--- src/rtl/order_book_hls_deadlock_watchdog.sv ---
// Deadlock watchdog for HLS order-book instances: debounces AXIS/instance block conditions into block/block_sticky.
// Optional diagnostics (first_chan, block_cycles) are built only when ORDER_BOOK_DEADLOCK_DIAG_EN is defined.
module order_book_hls_deadlock_watchdog #(
    parameter int NUM_AXIS    = 7,
    parameter int NUM_INST    = 1,
    parameter int HOLD_CYCLES = 1,
    parameter int CNT_W       = $clog2(HOLD_CYCLES + 1),
    parameter int IDX_W       = $clog2(NUM_AXIS + 1)
) (
    input  logic                clock,
    input  logic                reset,
    input  logic [NUM_AXIS-1:0] axis_block_sigs,
    input  logic [NUM_INST-1:0] inst_idle_sigs,
    input  logic [NUM_INST-1:0] inst_block_sigs,
    input  logic                clear,
    output logic                block,
    output logic                block_sticky,
    output logic [IDX_W-1:0]    first_chan,
    output logic [15:0]         block_cycles
);

    typedef enum logic [1:0] {
        ST_IDLE    = 2'd0,
        ST_SUSPECT = 2'd1,
        ST_BLOCKED = 2'd2
    } state_e;

    state_e           state_q, state_d;
    logic [CNT_W-1:0] cnt_q, cnt_d;
    logic             block_q, block_d;
    logic             sticky_q, sticky_d;

    logic axisHit;
    logic instHit;
    logic cond;
    logic enterBlocked;
    logic stayBlocked;
    logic capture;

    assign axisHit = |axis_block_sigs;
    assign instHit = (&(inst_idle_sigs | inst_block_sigs)) & (|inst_block_sigs);
    assign cond    = axisHit | instHit;
    assign capture = (state_q == ST_IDLE) && cond;

    always_comb begin
        state_d      = state_q;
        cnt_d        = cnt_q;
        enterBlocked = 1'b0;
        stayBlocked  = 1'b0;
        case (state_q)
            ST_IDLE: begin
                cnt_d = '0;
                if (cond) begin
                    if (HOLD_CYCLES == 1) begin
                        state_d      = ST_BLOCKED;
                        enterBlocked = 1'b1;
                    end else begin
                        state_d = ST_SUSPECT;
                        cnt_d   = CNT_W'(1);
                    end
                end
            end
            ST_SUSPECT: begin
                // A single quiet edge restarts the whole hold window.
                if (!cond) begin
                    state_d = ST_IDLE;
                    cnt_d   = '0;
                end else if (cnt_q == CNT_W'(HOLD_CYCLES - 1)) begin
                    state_d      = ST_BLOCKED;
                    cnt_d        = '0;
                    enterBlocked = 1'b1;
                end else begin
                    cnt_d = cnt_q + CNT_W'(1);
                end
            end
            ST_BLOCKED: begin
                cnt_d = '0;
                if (cond) begin
                    stayBlocked = 1'b1;
                end else begin
                    state_d = ST_IDLE;
                end
            end
            default: begin
                state_d = ST_IDLE;
                cnt_d   = '0;
            end
        endcase
    end

    // Setting the sticky flag takes priority over a simultaneous clear.
    always_comb begin
        block_d  = (state_d == ST_BLOCKED);
        sticky_d = sticky_q;
        if (enterBlocked || stayBlocked) begin
            sticky_d = 1'b1;
        end else if (clear) begin
            sticky_d = 1'b0;
        end
    end

    always_ff @(posedge clock or negedge reset) begin
        if (!reset) begin
            state_q  <= ST_IDLE;
            cnt_q    <= '0;
            block_q  <= 1'b0;
            sticky_q <= 1'b0;
        end else begin
            state_q  <= state_d;
            cnt_q    <= cnt_d;
            block_q  <= block_d;
            sticky_q <= sticky_d;
        end
    end

    assign block        = block_q;
    assign block_sticky = sticky_q;

`ifdef ORDER_BOOK_DEADLOCK_DIAG_EN
    logic [IDX_W-1:0] firstChan_q, firstChan_d;
    logic [15:0]      blockCycles_q, blockCycles_d;
    logic [IDX_W-1:0] lowIdx;

    // NUM_AXIS encodes "no AXIS channel involved, instance-only cause".
    always_comb begin
        lowIdx = IDX_W'(NUM_AXIS);
        for (int i = NUM_AXIS - 1; i >= 0; i--) begin
            if (axis_block_sigs[i]) begin
                lowIdx = IDX_W'(i);
            end
        end
    end

    always_comb begin
        firstChan_d   = firstChan_q;
        blockCycles_d = blockCycles_q;
        if (capture) begin
            firstChan_d = lowIdx;
        end else if (clear) begin
            firstChan_d = '0;
        end
        if (enterBlocked) begin
            blockCycles_d = '0;
        end else if (clear && !stayBlocked) begin
            blockCycles_d = '0;
        end else if ((state_q == ST_BLOCKED) && (blockCycles_q != 16'hFFFF)) begin
            blockCycles_d = blockCycles_q + 16'd1;
        end
    end

    always_ff @(posedge clock or negedge reset) begin
        if (!reset) begin
            firstChan_q   <= '0;
            blockCycles_q <= '0;
        end else begin
            firstChan_q   <= firstChan_d;
            blockCycles_q <= blockCycles_d;
        end
    end

    assign first_chan   = firstChan_q;
    assign block_cycles = blockCycles_q;
`else
    logic unusedCapture;
    assign unusedCapture = capture;
    assign first_chan    = '0;
    assign block_cycles  = '0;
`endif

endmodule

--- config.mk ---
export PLATFORM = sky130hd
export DESIGN_NAME = order_book_hls_deadlock_watchdog
export DESIGN_NICKNAME = d
export VERILOG_FILES = /design/src/rtl/order_book_hls_deadlock_watchdog.sv
export SDC_FILE = /design/constraint.sdc
export NUM_CORES = 1
export LEC_CHECK = 0
export BUFFER_PORTS_ARGS = -buffer_cell sky130_fd_sc_hd__buf_2
export CAP_MARGIN = 20
export CORE_AREA = 2 2 39 41
export CTS_BUF_LIST = sky130_fd_sc_hd__clkbuf_4
export DETAILED_ROUTE_END_ITERATION = 8
export DIE_AREA = 0 0 41 43
export PLACE_DENSITY = 0.54
export SLEW_MARGIN = 10
export SYNTH_ARGS = -nofsm -noshare
export SYNTH_HDL_FRONTEND = slang
export SYNTH_SLANG_ARGS = --single-unit
--- constraint.sdc ---
create_clock -name clock -period 1.1 [get_ports clock]
set_clock_uncertainty 0.15 [all_clocks]
set_input_delay 0.11 -clock clock [delete_from_list [all_inputs] [get_ports clock]]
set_output_delay 0.11 -clock clock [all_outputs]
set_load 0.05 [all_outputs]
== Word level (Yosys, flattened, before mapping) ==
Index checks and enable logic that the tools add are counted.
Widths: inputs -> output; s select.
Word-level totals
  input bits: 12
  register bits: 5
  logic and storage cells: 30
  output and inout port bits: 21
Operators by class
  multiplexer cells: 15
  reductions and logical operators: 4
  bitwise operators: 3
  eq/ne operators: 3
  $add $sub $neg: 1
Operators with widths (count)
  $mux 1: 9
  $mux 2: 4
  $reduce_or 7->1: 1
  $pmux 2 s3: 1
  $eq 2x2->1 const B: 2
  $eq 2x1->1 const B: 1
  $logic_not 2->1: 1
  $or 1x1->1: 2
  $pmux 1 s2: 1
  $reduce_bool 2->1: 1
  $add 1x1->1 const B: 1
  $and 1x1->1: 1
  $logic_or 1x1->1: 1

== Logic depth before layout (Yosys ltp) ==
  depth in word-level cells: 7
  gate-level depth with buffers: 3
  depth with buffers taken out: 3

== Least setup slack after synthesis ==
Ideal clock, no wire load.
  path kind: reg2reg
  start: reg, netlist name block_sticky
  end: reg sticky_q (netlist: block_sticky)
  setup time: 0.118 ns
  path slack: 0.057 ns
  data arrival time: 0.775 ns
  stages on the path, launching flop included: 2
  data required time: 0.832 ns
  path buffers: 0
  clock period less this slack: 1.043 ns
  path through: dfrtp_1 a21o_1
RTL lines
  end signal, assigned: line 112  | sticky_q <= sticky_d;
  end, declared: line 31  | logic sticky_q, sticky_d;

== Worst setup path in the final report ==
  start: reg sticky_q (netlist: block_sticky)
  end: out block_sticky
RTL lines
  end, declared: line 17  | output logic block_sticky,
No word-level cell between the ends.

==> results.md <==
Status:
- The flow ran to the end, and the final reports show no timing, DRC or antenna violations.

Clock tree:
- For this design, the sink count on the clock tree is 4.
- In this run the number of H-tree levels came out at 1.
- No sink is reached through more buffers than the 2 on the longest clock path.
- In this run the clock root is driven by a clkbuf_4.
- Clock-pin slew was measured on the worst setup and hold paths at 0.04 ns.
- TritonCTS created 3 clock buffers.
- At the later pin of the worst-skew pair, clock insertion delay measures 0.23 ns.
- TritonCTS built the clock tree.
- Once the clock tree was built, the setup fixing pass inserted 0 buffers.

Placed design:
- At the end of routability-driven placement, the weighted congestion stood at 0.534.
- In this run the tool buffered the top-level ports with 12 buffer cells.
- In this run the cell area measured after placement is 312 µm².
- The half-perimeter wire length of the detailed placement result is 366 µm.

Critical path:
- Of all nets on the critical path, the largest fanout is 2.
- STA classifies the critical path endpoint as an output pin.
- Data on the critical path is required at its endpoint by 0.84 ns.
- The number of cells on the worst reg-to-reg path is 2.
- The capture point of the worst reg-to-reg path is block_sticky.
- The number of buffer and inverter instances along the worst setup path is 1.
- The delay of the slowest critical-path stage is 0.37 ns.
- The setup check on the worst reg-to-reg path leaves a slack of 0.22 ns.
- The setup path with the least slack is of type reg2out.
- The kind of cell adding the most delay to the critical path is flip-flops.
- The signal on the critical path passes through buf_4.
- At the worst endpoint, the arrival time is between 0.7 and 0.8 ns.
- The startpoint of the lowest-slack register-to-register path is state_q[1].
- For this design, the slowest cell found on the critical path is dfrtp_1.
- The worst setup path is launched from a flip-flop.

Detailed routing:
- After detailed routing, the number of vias per cell comes to about 3.1.
- The first detailed-routing pass ran for 2 iterations.
- The final antenna-violating net count is 0.
- After the first detailed-routing iteration, the DRC count stood at 1.
- After detailed routing, the total wire length is 431 µm.
- The average wire length per cell after detail routing is 6.84 µm.
- In the routed design, unresolved DRC markers number 0.
- The routed via count is slightly below 200.

Run:
- Max-cap violations in this run came to 0.

GRT:
- The global-route usage over all layers is 0.0685.
- The first global-routing pass estimated just under 700 µm of wire.
- The largest net degree at the start of global routing is 5.
- The number of antenna violations at the first check in global routing came to 0.
- The sum of overflow across all layers after global routing is 0.
- The number of global-route vias before repair came to 197.

STA:
- The accumulated negative setup slack is 0 ns.
- Setup repair after global routing left no endpoint under its margin.
- Of the available clock period, the critical path in the final layout requires 0.958.
- The number of setup violations in the final report is 0.
- Timing would allow up to 949 MHz.
- The post-layout minimum cycle time is 1.05 ns.
- The max-slew violation total from the final report is 0.
- The final hold violation count is 0.
- The worst hold slack after final layout is 0.0382 ns.

Pwr:
- The power density over the cells is 1540 nW/µm².
- IR analysis of the VDD net gives a maximum drop of 0.416 mV.
- The reported leakage power is 0.193 nW.

Synthesis:
- Yosys printed 0 warnings.
- Summed over all instances, the cell type with the most area after synthesis is buf_4.
- Of the post-synthesis cell area, the dominant cell type holds 0.471.
- Counting flops with a built-in enable in the synthesized netlist gives 0.
- The count of cell types in the netlist is 8.
- After synthesis, the share of flip-flops with an asynchronous set or reset is 1.00.
- Among all flip-flop cells after synthesis, the most frequent one is dfrtp_1.
- A synthesized cell averages 10.1 µm².
- The most common cell in the synthesized netlist is buf_4.
- Summing every instance area after synthesis gives a little over 300 µm².
- By area the synthesized netlist is led by buf_4 (47%), dfrtp_1 (33%), nor4_2 (8.3%), a22oi_2 (4.1%), a21o_1 (2.5%).
- For this run, the register share of the synthesized area comes to 0.331.
- The synthesized flop and latch total is 4.
- The number of standard cells after synthesis is 30.
- After synthesis, the most frequently instantiated cells are buf_4 (19), dfrtp_1 (4), nor4_2 (2).

Hold path:
- The worst min-delay path category is in2reg.
- The start point of the worst hold path is axis_block_sigs[2].
- The terminating pin of the worst hold path is block.
- The number of cells on the worst hold path is 3.

Floorplanning:
- The die covers roughly 1800 µm².
- During I/O placement, the number of pins put on the boundary was 33.
- The core region is 1380 µm².
- The starting density of the core is 0.219.
- The site row count is 14.
- The horizontal die dimension is 41 µm.
- The overall die height is 43 µm.

Finish:
- The share of cells above drive strength 1 is 0.383.
- The relative area change from synthesis to final layout is 17.8%.
- After routing the design area is 357 µm².
- Once layout is complete, the utilization of the core stands at 0.258.
- The number of antenna repair diodes is 0.
- The net count reported at finish is approximately 60.
## per-layer routing
| layer | vias up | GRT usage | wire length, µm |
|---|---|---|---|
| li1 | 92 | - | - |
| met1 | 92 | 0.0422 | 105 |
| met2 | 11 | 0.0969 | 267 |
| met3 | 0 | 0.0785 | 59 |
| met4 | 0 | 0.0600 | 0 |
| met5 | - | 0 | 0 |
## sequential cells by signal, indices dropped and copies added, names as in the netlist
| name | count |
|---|---|
| block_sticky | 1 |
| block | 1 |
| state_q | 2 |
## logic make-up (layout without fill, tap and decap cells)
logic type,count (synthesis),after routing,synth area share
AO/OA/AOI/OAI,3,3,0.0909
buffers and inverters,20,18,0.483
flip-flops,4,4,0.331
other,1,20,0.0124
AND/OR/NAND/NOR,2,2,0.0826
## cell usage in the layout (no fill, tap or decap)
master / n
conb_1: 20
buf_2: 11
dfrtp_1: 4
clkbuf_4: 3
nor4_2: 2
dlygate4sd3_1: 2
a22oi_2: 1
a22oi_1: 1
inv_1: 1
a21o_1: 1
buf_4: 1
## worst max-delay path by stage
| stage | startpoint | endpoint | slack (ns) | depth (start not counted) |
|---|---|---|---|---|
| floorplan | block_sticky | block_sticky | 0.06 | 1 |
| CTS | block_sticky | block_sticky | 0.03 | 1 |
| global placement | axis_block_sigs[1] | block_sticky | -0.01 | 4 |
| finish | block_sticky | block_sticky | 0.05 | 1 |
| global route | block | block | 0.004 | 1 |
| detailed placement | axis_block_sigs[1] | block_sticky | -0.01 | 4 |
## power breakdown
group	total (mW)	internal, mW	switching, mW
Combinational	0.206	0.0295	0.176
Sequential	0.162	0.158	0.00454
Clock	0.180	0.122	0.0577
## timing repair
action	in CTS	in global routing
endpoints found under the setup margin	1	0
hold endpoints to repair	5	0
resized for setup	1	0
hold buffers	2	0
## through the flow
stage | total power, mW | worst slack [ns] | cells
finish | 0.548 | 0.0458 | 63
global route | 0.585 | 0.00368 | 63
global placement | 0.362 | -0.0105 | 58
CTS | 0.562 | 0.0310 | 63
floorplan | 0.387 | 0.0567 | 49
detailed placement | 0.363 | -0.0128 | 58
## area by class of cell
class / count / area, µm²
fill: 165 / 1030
sequential: 4 / 100
timing repair buffer: 14 / 82.6
inverter: 1 / 3.75
clock buffer: 3 / 22.5
tap: 16 / 20.0
multi-input combinational: 25 / 128
## worst min-delay path: stages
cell and delay [ns]:
buf_2 0.08, nor4_2 0.04, a22oi_1 0.13
(Power assumes the default switching activity.)
